===== config.mk =====
export PLATFORM = sky130hd
export DESIGN_NAME = alu_sm_seq
export DESIGN_NICKNAME = d
export VERILOG_FILES = /design/src/rtl/alu_sm_pkg.sv /design/src/rtl/alu_sm_addsub.sv /design/src/rtl/alu_sm_seq.sv
export SDC_FILE = /design/constraint.sdc
export NUM_CORES = 1
export LEC_CHECK = 0
export BUFFER_PORTS_ARGS = -buffer_cell sky130_fd_sc_hd__buf_2
export CORE_ASPECT_RATIO = 2
export CORE_MARGIN = 3
export CORE_UTILIZATION = 40
export DETAILED_ROUTE_END_ITERATION = 16
export HOLD_SLACK_MARGIN = 0.12
export PLACE_DENSITY = 0.7
export SETUP_SLACK_MARGIN = 0.2
export SYNTH_ARGS = -nofsm -noshare
export SYNTH_HDL_FRONTEND = slang
export SYNTH_SLANG_ARGS = --single-unit
export TNS_END_PERCENT = 5

===== constraint.sdc =====
create_clock -name clk -period 1.5 [get_ports clk]
set_clock_uncertainty 0.2 [all_clocks]
set_input_delay 0.225 -clock clk [delete_from_list [all_inputs] [get_ports clk]]
set_output_delay 0.225 -clock clk [all_outputs]
set_load 0.01 [all_outputs]

===== src/rtl/alu_sm_pkg.sv =====
// alu_sm_pkg: op encodings and FSM state constants shared by the alu_sm blocks
package alu_sm_pkg;
    localparam logic [1:0] OP_ADD = 2'b00;
    localparam logic [1:0] OP_SUB = 2'b01;
    localparam logic [1:0] OP_MUL = 2'b10;
    localparam logic [1:0] OP_RSV = 2'b11;

    typedef logic [1:0] state_t;
    localparam state_t IDLE = 2'd0;
    localparam state_t MUL  = 2'd1;
    localparam state_t DONE = 2'd2;
endpackage


===== src/rtl/alu_sm_addsub.sv =====
// alu_sm_addsub: combinational sign-magnitude add; caller passes the effective sign of b
module alu_sm_addsub #(
    parameter int W = 8
) (
    input  logic [W-1:0] a,
    input  logic         sa,
    input  logic [W-1:0] b,
    input  logic         sb,
    output logic [W:0]   res,
    output logic         sres
);
    logic a_ge;
    assign a_ge = a >= b;
    always_comb begin
        res  = (sa == sb) ? {1'b0, a} + {1'b0, b} : a_ge ? {1'b0, a - b} : {1'b0, b - a};
        sres = |res & ((sa == sb || a_ge) ? sa : sb);
    end
endmodule


===== src/rtl/alu_sm_seq.sv =====
// alu_sm_seq: sequential sign-magnitude add/sub/mul ALU; multiplier built only with ALU_SM_MUL_EN
module alu_sm_seq #(
    parameter int W = 8
) (
    input  logic           clk,
    input  logic           rst_n,
    input  logic           in_valid,
    output logic           in_ready,
    input  logic [W-1:0]   a,
    input  logic           sa,
    input  logic [W-1:0]   b,
    input  logic           sb,
    input  logic [1:0]     op,
    output logic           out_valid,
    input  logic           out_ready,
    output logic [2*W-1:0] res,
    output logic           sres,
    output logic           err
);
    import alu_sm_pkg::*;

    state_t         state;
    logic [2*W-1:0] res_q;
    logic           sres_q;
    logic           err_q;
    logic [W:0]     as_res;
    logic           as_sres;

    alu_sm_addsub #(.W(W)) u_addsub (
        .a   (a),
        .sa  (sa),
        .b   (b),
        .sb  (sb ^ (op == OP_SUB)),
        .res (as_res),
        .sres(as_sres)
    );

`ifdef ALU_SM_MUL_EN
    localparam int CW = (W > 2) ? $clog2(W) : 1;
    logic [CW-1:0]  cnt;
    logic [2*W-1:0] acc;
    logic [W-1:0]   mcand;
    logic           sgn;
    logic [W:0]     psum;
    logic [2*W-1:0] acc_nx;
    // acc = {partial product, remaining multiplier bits}; one shift-add per cycle
    assign psum   = {1'b0, acc[2*W-1:W]} + {1'b0, acc[0] ? mcand : {W{1'b0}}};
    assign acc_nx = {psum, acc[W-1:1]};
`endif

    always_ff @(posedge clk or negedge rst_n) begin
        if (!rst_n) begin
            state  <= IDLE;
            res_q  <= '0;
            sres_q <= 1'b0;
            err_q  <= 1'b0;
`ifdef ALU_SM_MUL_EN
            cnt    <= '0;
            acc    <= '0;
            mcand  <= '0;
            sgn    <= 1'b0;
`endif
        end else begin
            case (state)
                IDLE: if (in_valid) begin
                    if (op == OP_ADD || op == OP_SUB) begin
                        res_q  <= {{(W-1){1'b0}}, as_res};
                        sres_q <= as_sres;
                        err_q  <= 1'b0;
                        state  <= DONE;
                    end
`ifdef ALU_SM_MUL_EN
                    else if (op == OP_MUL) begin
                        acc   <= {{W{1'b0}}, b};
                        mcand <= a;
                        sgn   <= sa ^ sb;
                        cnt   <= '0;
                        err_q <= 1'b0;
                        state <= MUL;
                    end
`endif
                    else begin
                        res_q  <= '0;
                        sres_q <= 1'b0;
                        err_q  <= 1'b1;
                        state  <= DONE;
                    end
                end
`ifdef ALU_SM_MUL_EN
                MUL: begin
                    acc <= acc_nx;
                    cnt <= cnt + 1'b1;
                    if (cnt == CW'(W - 1)) begin
                        res_q  <= acc_nx;
                        sres_q <= sgn & |acc_nx;
                        state  <= DONE;
                    end
                end
`endif
                DONE: if (out_ready) state <= IDLE;
                default: state <= IDLE;
            endcase
        end
    end

    assign in_ready  = state == IDLE;
    assign out_valid = state == DONE;
    assign res       = res_q;
    assign sres      = sres_q;
    assign err       = err_q;
endmodule

==> results.cfg <==
[outcome]
status = finished, violations left
violations = setup timing

[layout]
num-fill-cells = 333
drive_above_1_share_pct = 50.00
regArea_um2 = 300.3
antenna_cells = 0
nets = 360
area_growth_pct = 60.75
multi_input_area_mm2 = 0.001400

[sta]
max_freq_ghz = 0.3589
layout_setup_ws_ns = -1.287
period_needed_ns = 2.787
setup_viol = 9
rsz0062_at_grt = true
finalSetupTns_ns = -7.943
fin_crit_sh_pct = 185.8
drv_slew = 0
timing.hold.ws_ns = 0.08912
finalHoldViolCount = 0

[routing]
final_antenna_net_count = 0
drt-total-wl_um = 5076
wl_per_cell_um = 14.14
vias = 1895
drtPass1Iterations = 4
viasPerCell = 5.279
drc_errors = 0
drt-initial-drc-count = 20

[synthesis]
synthFlopType = dfrtp_1
ys_async_sr_fraction_pct = 100.0
yosys_warnings = 0
synth_top_area_share_pct = 17.67
synth.avg_cell_area_um2 = 8.370
yosysSeqAreaShare_pct = 17.67
synthTopCellsByArea = dfrtp_1, ha_1, inv_1, nand2_1, a21oi_1
synth_cells = 203
synth_top_area_cell = dfrtp_1
synth_edf_count = 0
ys_types = 51
synth-seq-cells = 12
netlist_area_mm2 = 0.001699

[worst_setup_path]
path_class = input port to register
critPathLaunchType = input port
crit_fanout = 2
arrival_ns = 2.69
required_ns = 1.41
critPathCaptureType = register

[power]
p_leak_uw = 0.001355
p_int_uw = 1175
p_per_area_mw_per_mm2 = 697.9
pwr-share-seq_pct = 22.8
power_frac_clock_pct = 15.0
swShare_pct = 38.37
p_comb_share_pct = 62.1
ir_worst_vdd_uv = 492.0
p_sw_uw = 731.5

[floorplan]
dieWidth_um = 52.09
start_util_pct = 42.87
coreArea_mm2 = 0.003964
rows = 32
die_h_um = 98.17
pin_count = 44
die_area_mm2 = 0.005113

[cts]
clk_path_buf_depth = 2
cts-buffers-inserted = 3
cts_sinks = 12
path_clk_slew_ns = 0.05
cts_tree = yes
h-tree-depth = 1
cts_root_buf = clkbuf_8
clock_latency_ns = 0.24

[placed_design]
io_buffers = 36
detailed_place_hpwl_um = 4044
place_congestion = 0.8745

[global_route]
antenna_found_initial = 0
grt_use_total_pct = 20.43
grt_pass1_wl_um = 8183
grt_pass1_vias = 1944
grt_overflow = 0
grt_max_degree = 16

[job]
cap_violations = 0

[worst_hold_path]
worst_hold_path_type = input port to register
-- power groups by stage --
stage / sequential [uW] / clock, uW / combinational (uW)
finish: 435 / 286 / 1180
CTS: 435 / 291 / 1100
floorplan: 472 / 0 / 559
global route: 441 / 303 / 1300
global placement: 434 / 0 / 1010
detailed placement: 439 / 0 / 1020
-- worst max-delay path: stages --
cell,delay [ns]
buf_12,0.09
buf_6,0.10
ha_4,0.12
inv_2,0.04
fa_2,0.39
o21bai_4,0.15
a21oi_2,0.08
o31ai_2,0.29
nor2_1,0.11
or3_4,0.40
a211o_1,0.32
o41ai_2,0.27
o211ai_1,0.13
-- final timing paths --
| kind | slack (ns) | start | depth (start not counted) | to |
|---|---|---|---|---|
| max in group asynchronous | 0.70 | rst_n | 2 | err$_DFFE_PN0P_ |
| setup reg to reg | 0.18 | state[1]$_DFFE_PN0P_ | 6 | sres$_DFFE_PN0P_ |
| min in group asynchronous | 0.19 | rst_n | 2 | res[2]$_DFFE_PN0P_ |
| hold reg to reg | 0.26 | res[2]$_DFFE_PN0P_ | 2 | res[2]$_DFFE_PN0P_ |
| setup / recovery | -1.29 | a[0] | 13 | sres$_DFFE_PN0P_ |
| hold / removal | 0.09 | in_valid | 3 | state[1]$_DFFE_PN0P_ |
-- per-layer routing --
layer	up-vias	GRT usage (%)	wire length, um
met5	-	0	0
li1	917	-	-
met3	16	1.221	159
met1	906	19.85	1640
met2	56	38.70	3100
met4	0	12.73	176
-- cells in the mapped netlist, types with 4 or more instances --
| cell | n |
|---|---|
| buf_6 | 5 |
| o211ai_1 | 4 |
| buf_4 | 8 |
| o31ai_1 | 6 |
| a21oi_1 | 14 |
| o21ai_0 | 8 |
| xnor2_1 | 4 |
| ha_1 | 23 |
| inv_1 | 26 |
| nor2_1 | 10 |
| nand2_1 | 19 |
| dfrtp_1 | 12 |
| nor2b_1 | 4 |
-- per-stage QoR --
stage | setup slack, ns | instances | total power [uW] | util, % | instance area (um2)
3_5_place_dp | -1.629 | 346 | 1463 | 61.30 | 2430
6_report | -1.287 | 359 | 1906 | 68.91 | 2731
5_1_grt | -1.378 | 359 | 2039 | 68.91 | 2731
3_3_place_gp | -1.594 | 346 | 1440 | 61.30 | 2430
4_1_cts | -1.192 | 355 | 1825 | 65.18 | 2584
2_1_floorplan | -1.095 | 209 | 1031 | - | 1827
-- flip-flops by register name (all words and copies together) (netlist names) --
name,count
res,9
sres,1
err,1
state,1
-- final cells by class --
type                            count  share of cell area (%)
Multi-Input combinational cell    156                   51.26
Sequential cell                    12                   10.99
Tap cell                           51                   2.336
Timing Repair Buffer              110                   29.50
Inverter                           27                   4.398
Clock buffer                        3                   1.512
-- cell families after synthesis --
| group | synth area share (%) |
|---|---|
| mux | 3.093 |
| compound gates | 25.77 |
| other cells | 0.2207 |
| buf+inv | 13.11 |
| flops | 17.67 |
| xor+xnor | 4.934 |
| fa+ha+maj | 20.47 |
| simple gates | 14.73 |
-- placed cells by master (no fill, tap or decap), types with 2 or more instances in the layout --
cell type	synthesis	final
a211o_1	2	2
a211oi_1	3	3
a21oi_1	14	11
a21oi_2	1	3
a22o_1	2	2
a31oi_1	2	2
and4_1	2	2
buf_2	1	33
buf_4	8	63
buf_6	5	10
clkbuf_8	0	3
conb_1	1	7
dfrtp_1	12	12
dlygate4sd3_1	0	2
fa_2	0	3
ha_1	23	18
ha_4	0	5
inv_1	26	18
inv_2	1	6
mux2_2	2	2
mux2i_1	3	2
nand2_1	19	18
nand4_1	3	3
nor2_1	10	10
nor2b_1	4	4
nor4_1	2	2
o211a_1	2	2
o211ai_1	4	4
o21a_1	3	3
o21ai_0	8	8
o221ai_1	3	2
o31ai_1	6	4
xnor2_1	4	4
xnor2_2	2	2
-- timing repair --
| action | in CTS | in global routing |
|---|---|---|
| setup buffers | 4 | 4 |
| pin swaps | 5 | 12 |
| endpoints found under the setup margin | 9 | 11 |
| gates resized for setup | 11 | 27 |
| hold buffers | 2 | 0 |
| endpoints found under the hold margin | 13 | 0 |
(Power assumes the default switching activity.)
